**src/rtl/xbus_mcast_sched.sv**
```systemverilog
`default_nettype none
// ============================================================================
// Module   : xbus_mcast_sched
// Purpose  : Tag-based multicast scheduler for the PE-array row bus. Takes one
//            packet at a time, matches its row/column IDs against per-PE tag
//            registers, waits until every matched PE is ready and then delivers
//            the packet to all of them in a single bus beat.
// Ports    : clk, rstn (sync, active-high)
//            in_valid/in_ready/in_data/in_row_id/in_col_id/in_last - packet in
//            cfg_we/cfg_is_col/cfg_addr/cfg_tag                     - tag writes
//            flush                                                  - abort
//            pe_ready[N] / pe_enable[N]                             - PE handshake
//            bus_valid/bus_data                                     - bus beat
//            busy/done/err_nomatch/pkt_cnt                          - status
// Revision : 1.0 - initial release
// ============================================================================
module xbus_mcast_sched #(
    parameter  int DATA_WIDTH = 16,
    parameter  int NUM_ROW    = 4,
    parameter  int NUM_COL    = 4,
    parameter  int ID_WIDTH   = 4,
    localparam int N          = NUM_ROW * NUM_COL,
    localparam int AW         = (N > 1) ? $clog2(N) : 1
) (
    input  logic                  clk,
    input  logic                  rstn,
    input  logic                  in_valid,
    output logic                  in_ready,
    input  logic [DATA_WIDTH-1:0] in_data,
    input  logic [ID_WIDTH-1:0]   in_row_id,
    input  logic [ID_WIDTH-1:0]   in_col_id,
    input  logic                  in_last,
    input  logic                  cfg_we,
    input  logic                  cfg_is_col,
    input  logic [AW-1:0]         cfg_addr,
    input  logic [ID_WIDTH-1:0]   cfg_tag,
    input  logic                  flush,
    input  logic [N-1:0]          pe_ready,
    output logic [N-1:0]          pe_enable,
    output logic                  bus_valid,
    output logic [DATA_WIDTH-1:0] bus_data,
    output logic                  busy,
    output logic                  done,
    output logic                  err_nomatch,
    output logic [15:0]           pkt_cnt
);

    localparam logic [ID_WIDTH-1:0] C_WILDCARD = '1;

    typedef enum logic [1:0] {
        S_IDLE  = 2'd0,
        S_MATCH = 2'd1,
        S_ISSUE = 2'd2
    } state_t;

    state_t                state_q, state_d;
    logic [DATA_WIDTH-1:0] data_q;
    logic [ID_WIDTH-1:0]   row_id_q;
    logic [ID_WIDTH-1:0]   col_id_q;
    logic                  last_q;
    logic [N-1:0]          mask_q;
    logic                  err_q;
    logic [15:0]           pkt_cnt_q, pkt_cnt_d;
    logic [ID_WIDTH-1:0]   row_tag_q [NUM_ROW];
    logic [ID_WIDTH-1:0]   col_tag_q [N];

    logic                  w_accept;
    logic                  w_fire;
    logic                  w_drop;
    logic                  w_beat;
    logic [N-1:0]          w_mask;

    // ------------------------------------------------------------------------
    // Target match: each PE compares the held IDs against its own row tag
    // (shared by the whole row) and its private column tag.
    // ------------------------------------------------------------------------
    generate
        for (genvar i = 0; i < N; i++) begin : g_pe_match
            localparam int R = i / NUM_COL;
            assign w_mask[i] = ((row_id_q == C_WILDCARD) || (row_id_q == row_tag_q[R])) &&
                               ((col_id_q == C_WILDCARD) || (col_id_q == col_tag_q[i]));
        end
    endgenerate

    // ------------------------------------------------------------------------
    // Next-state logic
    // ------------------------------------------------------------------------
    always_comb begin
        state_d  = state_q;
        w_accept = 1'b0;
        w_fire   = 1'b0;
        w_drop   = 1'b0;
        case (state_q)
            S_IDLE: begin
                if (in_valid && !flush) begin
                    w_accept = 1'b1;
                    state_d  = S_MATCH;
                end
            end
            S_MATCH: begin
                if (flush) begin
                    state_d = S_IDLE;
                end else if (w_mask == '0) begin
                    w_drop  = 1'b1;
                    state_d = S_IDLE;
                end else begin
                    state_d = S_ISSUE;
                end
            end
            S_ISSUE: begin
                // Only matched PEs gate the beat; flush takes priority over it.
                if (flush) begin
                    state_d = S_IDLE;
                end else if ((pe_ready & mask_q) == mask_q) begin
                    w_fire  = 1'b1;
                    state_d = S_IDLE;
                end
            end
            default: state_d = S_IDLE;
        endcase
    end

    assign pkt_cnt_d = pkt_cnt_q + {15'd0, w_fire};

    // ------------------------------------------------------------------------
    // State and datapath registers
    // ------------------------------------------------------------------------
    always_ff @(posedge clk) begin
        if (rstn) begin
            state_q   <= S_IDLE;
            data_q    <= '0;
            row_id_q  <= '0;
            col_id_q  <= '0;
            last_q    <= 1'b0;
            mask_q    <= '0;
            err_q     <= 1'b0;
            pkt_cnt_q <= '0;
        end else begin
            state_q   <= state_d;
            err_q     <= w_drop;
            pkt_cnt_q <= pkt_cnt_d;
            if (w_accept) begin
                data_q   <= in_data;
                row_id_q <= in_row_id;
                col_id_q <= in_col_id;
                last_q   <= in_last;
            end
            if (state_q == S_MATCH) begin
                mask_q <= w_mask;
            end
        end
    end

    // ------------------------------------------------------------------------
    // Tag registers. A write landing on the MATCH edge is not seen by the
    // mask registered on that same edge, so it takes effect from the next
    // packet. Row addresses beyond NUM_ROW match no register and are dropped.
    // ------------------------------------------------------------------------
    always_ff @(posedge clk) begin
        if (rstn) begin
            for (int r = 0; r < NUM_ROW; r++) begin
                row_tag_q[r] <= ID_WIDTH'(r);
            end
            for (int i = 0; i < N; i++) begin
                col_tag_q[i] <= ID_WIDTH'(i % NUM_COL);
            end
        end else if (cfg_we) begin
            for (int r = 0; r < NUM_ROW; r++) begin
                if (!cfg_is_col && (cfg_addr == AW'(r))) begin
                    row_tag_q[r] <= cfg_tag;
                end
            end
            for (int i = 0; i < N; i++) begin
                if (cfg_is_col && (cfg_addr == AW'(i))) begin
                    col_tag_q[i] <= cfg_tag;
                end
            end
        end
    end

    // ------------------------------------------------------------------------
    // Outputs. Reset masks everything immediately so nothing leaks out during
    // the reset cycle, including a beat that would otherwise fire mid-ISSUE.
    // ------------------------------------------------------------------------
    assign w_beat      = w_fire && !rstn;
    assign in_ready    = (state_q == S_IDLE) && !flush && !rstn;
    assign bus_valid   = w_beat;
    assign pe_enable   = w_beat ? mask_q : '0;
    assign bus_data    = w_beat ? data_q : '0;
    assign done        = w_beat && last_q;
    assign busy        = (state_q != S_IDLE) && !rstn;
    assign err_nomatch = err_q && !rstn;
    assign pkt_cnt     = rstn ? 16'd0 : pkt_cnt_q;

endmodule
`default_nettype wire

```
**config.mk**
```make
export PLATFORM = sky130hd
export DESIGN_NAME = xbus_mcast_sched
export DESIGN_NICKNAME = d
export VERILOG_FILES = /design/src/rtl/xbus_mcast_sched.sv
export SDC_FILE = /design/constraint.sdc
export NUM_CORES = 1
export LEC_CHECK = 0
export BUFFER_PORTS_ARGS = -buffer_cell sky130_fd_sc_hd__buf_2
export CAP_MARGIN = 5
export CORE_UTILIZATION = 35
export CTS_CLUSTER_DIAMETER = 80
export DETAILED_ROUTE_END_ITERATION = 8
export SETUP_SLACK_MARGIN = 0.3
export SLEW_MARGIN = 20
export SYNTH_ARGS = -nofsm -noshare
export SYNTH_HDL_FRONTEND = slang
export SYNTH_SLANG_ARGS = --single-unit
```
**constraint.sdc**
```tcl
create_clock -name clk -period 2.78 [get_ports clk]
set_input_delay 0.278 -clock clk [delete_from_list [all_inputs] [get_ports clk]]
set_output_delay 0.278 -clock clk [all_outputs]
set_load 0.1 [all_outputs]
```
==> reports/metrics.cfg <==
[clock_tree]
root_buffer = clkbuf_16
clock-sinks = 140
insertion_delay_ns = 0.41
path_clk_slew_ns = 0.06
cts_buffers = 17
htreeDepth = 4
clk_path_buf_depth = 2
cts_tree = done

[routing]
ant_nets = 0
routed.top_layer = met4
wirelength_um = 16500
firstDrtPassIters = 4
vias = 5061
drtIter0Drc = 313
viasPerCell = 4.68
met2_wirelength_um = 8320
wl_per_cell_um = 15.2
drc = 0
wirelength_met1_um = 7140
route.met3.wl_um = 776

[power]
internal_power_mw = 3.77
ir_worst_vdd_mv = 0.323
comb_power_share = 0.082
finalPower_mw = 4.94
power_density_nw_per_um2 = 554
seqPwrFrac = 0.472
sw_frac_of_total = 0.237
power_switching_mw = 1.17
p_leak_nw = 3.16
pwr-share-clk = 0.446

[worst_setup_path]
worstPathMaxFanout = 12
crit_chain = nand2b_1, nor3_1, nor2b_4, buf_6, and2_1, buf_12
r2r_cells = 14
critPathTopFamily = simple AND/OR/NAND/NOR gates
cpMaxStageDelayCell = dfxtp_1
path_buf_inv = 2
path_depth = 6
cp_slowest_stage_delay_ns = 0.39
crit_required_ns = 2.50
critical_path_arrival_ns = 2.12
worst_setup_path_start_kind = flop
critical_path_class = reg -> out
cp-end-kind = output pin

[global_route]
grt_pass1_vias = 4870
overflow = 0
grt_max_degree = 33
antenna_found_initial = 0
grtUsageTotal = 0.169
grt_pass1_wl_um = 25800

[sta]
hold_viol_final = 0
setup-tns-final_ns = 0
grt_setup_unrepaired = yes
maxSlewHeadroom = 0.452
max_freq_mhz = 417
period_needed_ns = 2.40
whs_ns = 0.0943
worst_slew_pin_slew_ns = 0.820
setup_viol = 0
fin_crit_sh = 0.862
finClkSkew_ns = 0.00598
timing.final.max_slew_violations = 0

[yosys]
synth-adder-area-share = 0.00365
synth_nets = 757
syn_avg_cell_area_um2 = 9.79
synthMuxAreaShare = 0
synth-async-reset-ratio = 0
synth_edf_count = 80
ys_seq_area_frac = 0.526
synth_top_cell_by_area = edfxtp_1
yosysMostFrequentCell = nand2_1
ys.flop_type = edfxtp_1
yosysTopAreaCellShare = 0.351
yosys.area_share.xor_xnor = 0.115
yosys_warnings = 0
syn_inst = 700
synth-simple-area-share = 0.226
synth_top_family_by_area = simple AND/OR/NAND/NOR gates
synth_area_leaders = edfxtp_1, dfxtp_1, xnor2_1
synth_area_um2 = 6850
ys_seq_elements = 140
yosys-top-cells-count = nand2_1, edfxtp_1, xnor2_1
synth.distinct_cells = 44
synth_compound_area_frac = 0.0789

[die]
core_area_um2 = 19000
die-width_um = 142
initial_utilization = 0.362
io_pins = 108
die_y_um = 142
die-area_um2 = 20100
rows = 50

[layout]
regArea_um2 = 3610
fill_cells = 1727
multiInputGateArea_um2 = 3040
diodes = 0
layout-drive-gt1-share = 0.264
nets = 866
area_delta_synth_final_pct = 30.2

[placement]
place_congestion = 0.765
dpl.hpwl_um = 11300
io_buffers = 107

[job]
cap_violations = 0

[outcome]
outcome = finished, final reports clean

[hold_path]
hold_depth = 3
hold_class = in -> reg

==> sequential cells by signal (all words and copies together) (netlist names) <==
signal and cells:
col_tag_q 64, data_q 16, mask_q 16, pkt_cnt_q 16
row_tag_q 16, col_id_q 4, row_id_q 4, state_q 2
err_q 1, last_q 1
==> worst paths after layout <==
| path | endpoint | from | slack, ns |
|---|---|---|---|
| max reg2reg | pkt_cnt_q[14] | mask_q[7] | 0.43 |
| min reg2reg | data_q[15] | data_q[15] | 0.45 |
| min | data_q[15] | in_data[15] | 0.09 |
| max | bus_data[13] | state_q[0] | 0.38 |
==> power groups by stage <==
stage / clock network (mW) / logic, mW / registers [mW]
2_1_floorplan: 0 / 0.295 / 2.36
3_3_place_gp: 0 / 0.399 / 2.37
3_5_place_dp: 0 / 0.404 / 2.38
4_1_cts: 2.25 / 0.406 / 2.33
5_1_grt: 2.34 / 0.445 / 2.34
6_report: 2.21 / 0.405 / 2.33
==> cell type report <==
class                   instances  share of cell area
repair buffers                135               0.143
clock buffers                  18              0.0481
clock inverters                14              0.0163
well taps                     260              0.0365
inverters                      27              0.0114
multi-input cells             488               0.340
flip-flops and latches        140               0.405
==> placed cells by master (no fill, tap or decap), types with 4 or more instances in the layout <==
cell          n
inv_2         6
nand3_1      10
xor2_1        8
nor2_1       63
a21oi_1      59
dfxtp_2       6
nor3_1        5
and2_2        9
inv_1        20
buf_4        25
or3_1         6
nand2b_1     19
buf_6         4
nand2_1     106
edfxtp_1     80
and2_1       25
clkbuf_16    17
xnor2_1      80
buf_2        72
nor2b_1      25
o21ai_0       5
buf_12       34
nand4_1      22
a221oi_2      4
clkinvlp_4    5
dfxtp_1      54
==> worst min-delay path, stage by stage <==
cell and delay, ns:
buf_2 0.09, nand2_1 0.04, a21oi_1 0.05
==> what timing repair did <==
action,in CTS,in global routing
pin swaps,7,12
setup endpoints to repair,37,41
gates resized for setup,15,20
hold buffers,0,0
gates cloned,1,0
setup buffers,5,2
==> metal layers <==
layer,track usage,up-vias
li1,-,2565
met5,0,-
met3,0.0361,13
met1,0.210,2372
met2,0.291,111
met4,0.0594,0
==> stage by stage <==
step	util	instance area, um^2	cells	setup slack, ns
detailed placement	0.430	8150	1042	0.106
finish	0.471	8920	1082	0.383
CTS	0.466	8830	1080	0.304
global placement	0.430	8150	1042	0.130
global route	0.471	8920	1082	0.219
floorplan	-	6870	700	0.206
==> cells by family after synthesis <==
logic type | Yosys count
AND/OR/NAND/NOR | 310
flip-flops | 140
XOR/XNOR | 89
AO/OA/AOI/OAI | 87
buffers and inverters | 72
adder cells (fa/ha/maj) | 2
Note: power is estimated with default switching activity, not from simulation.
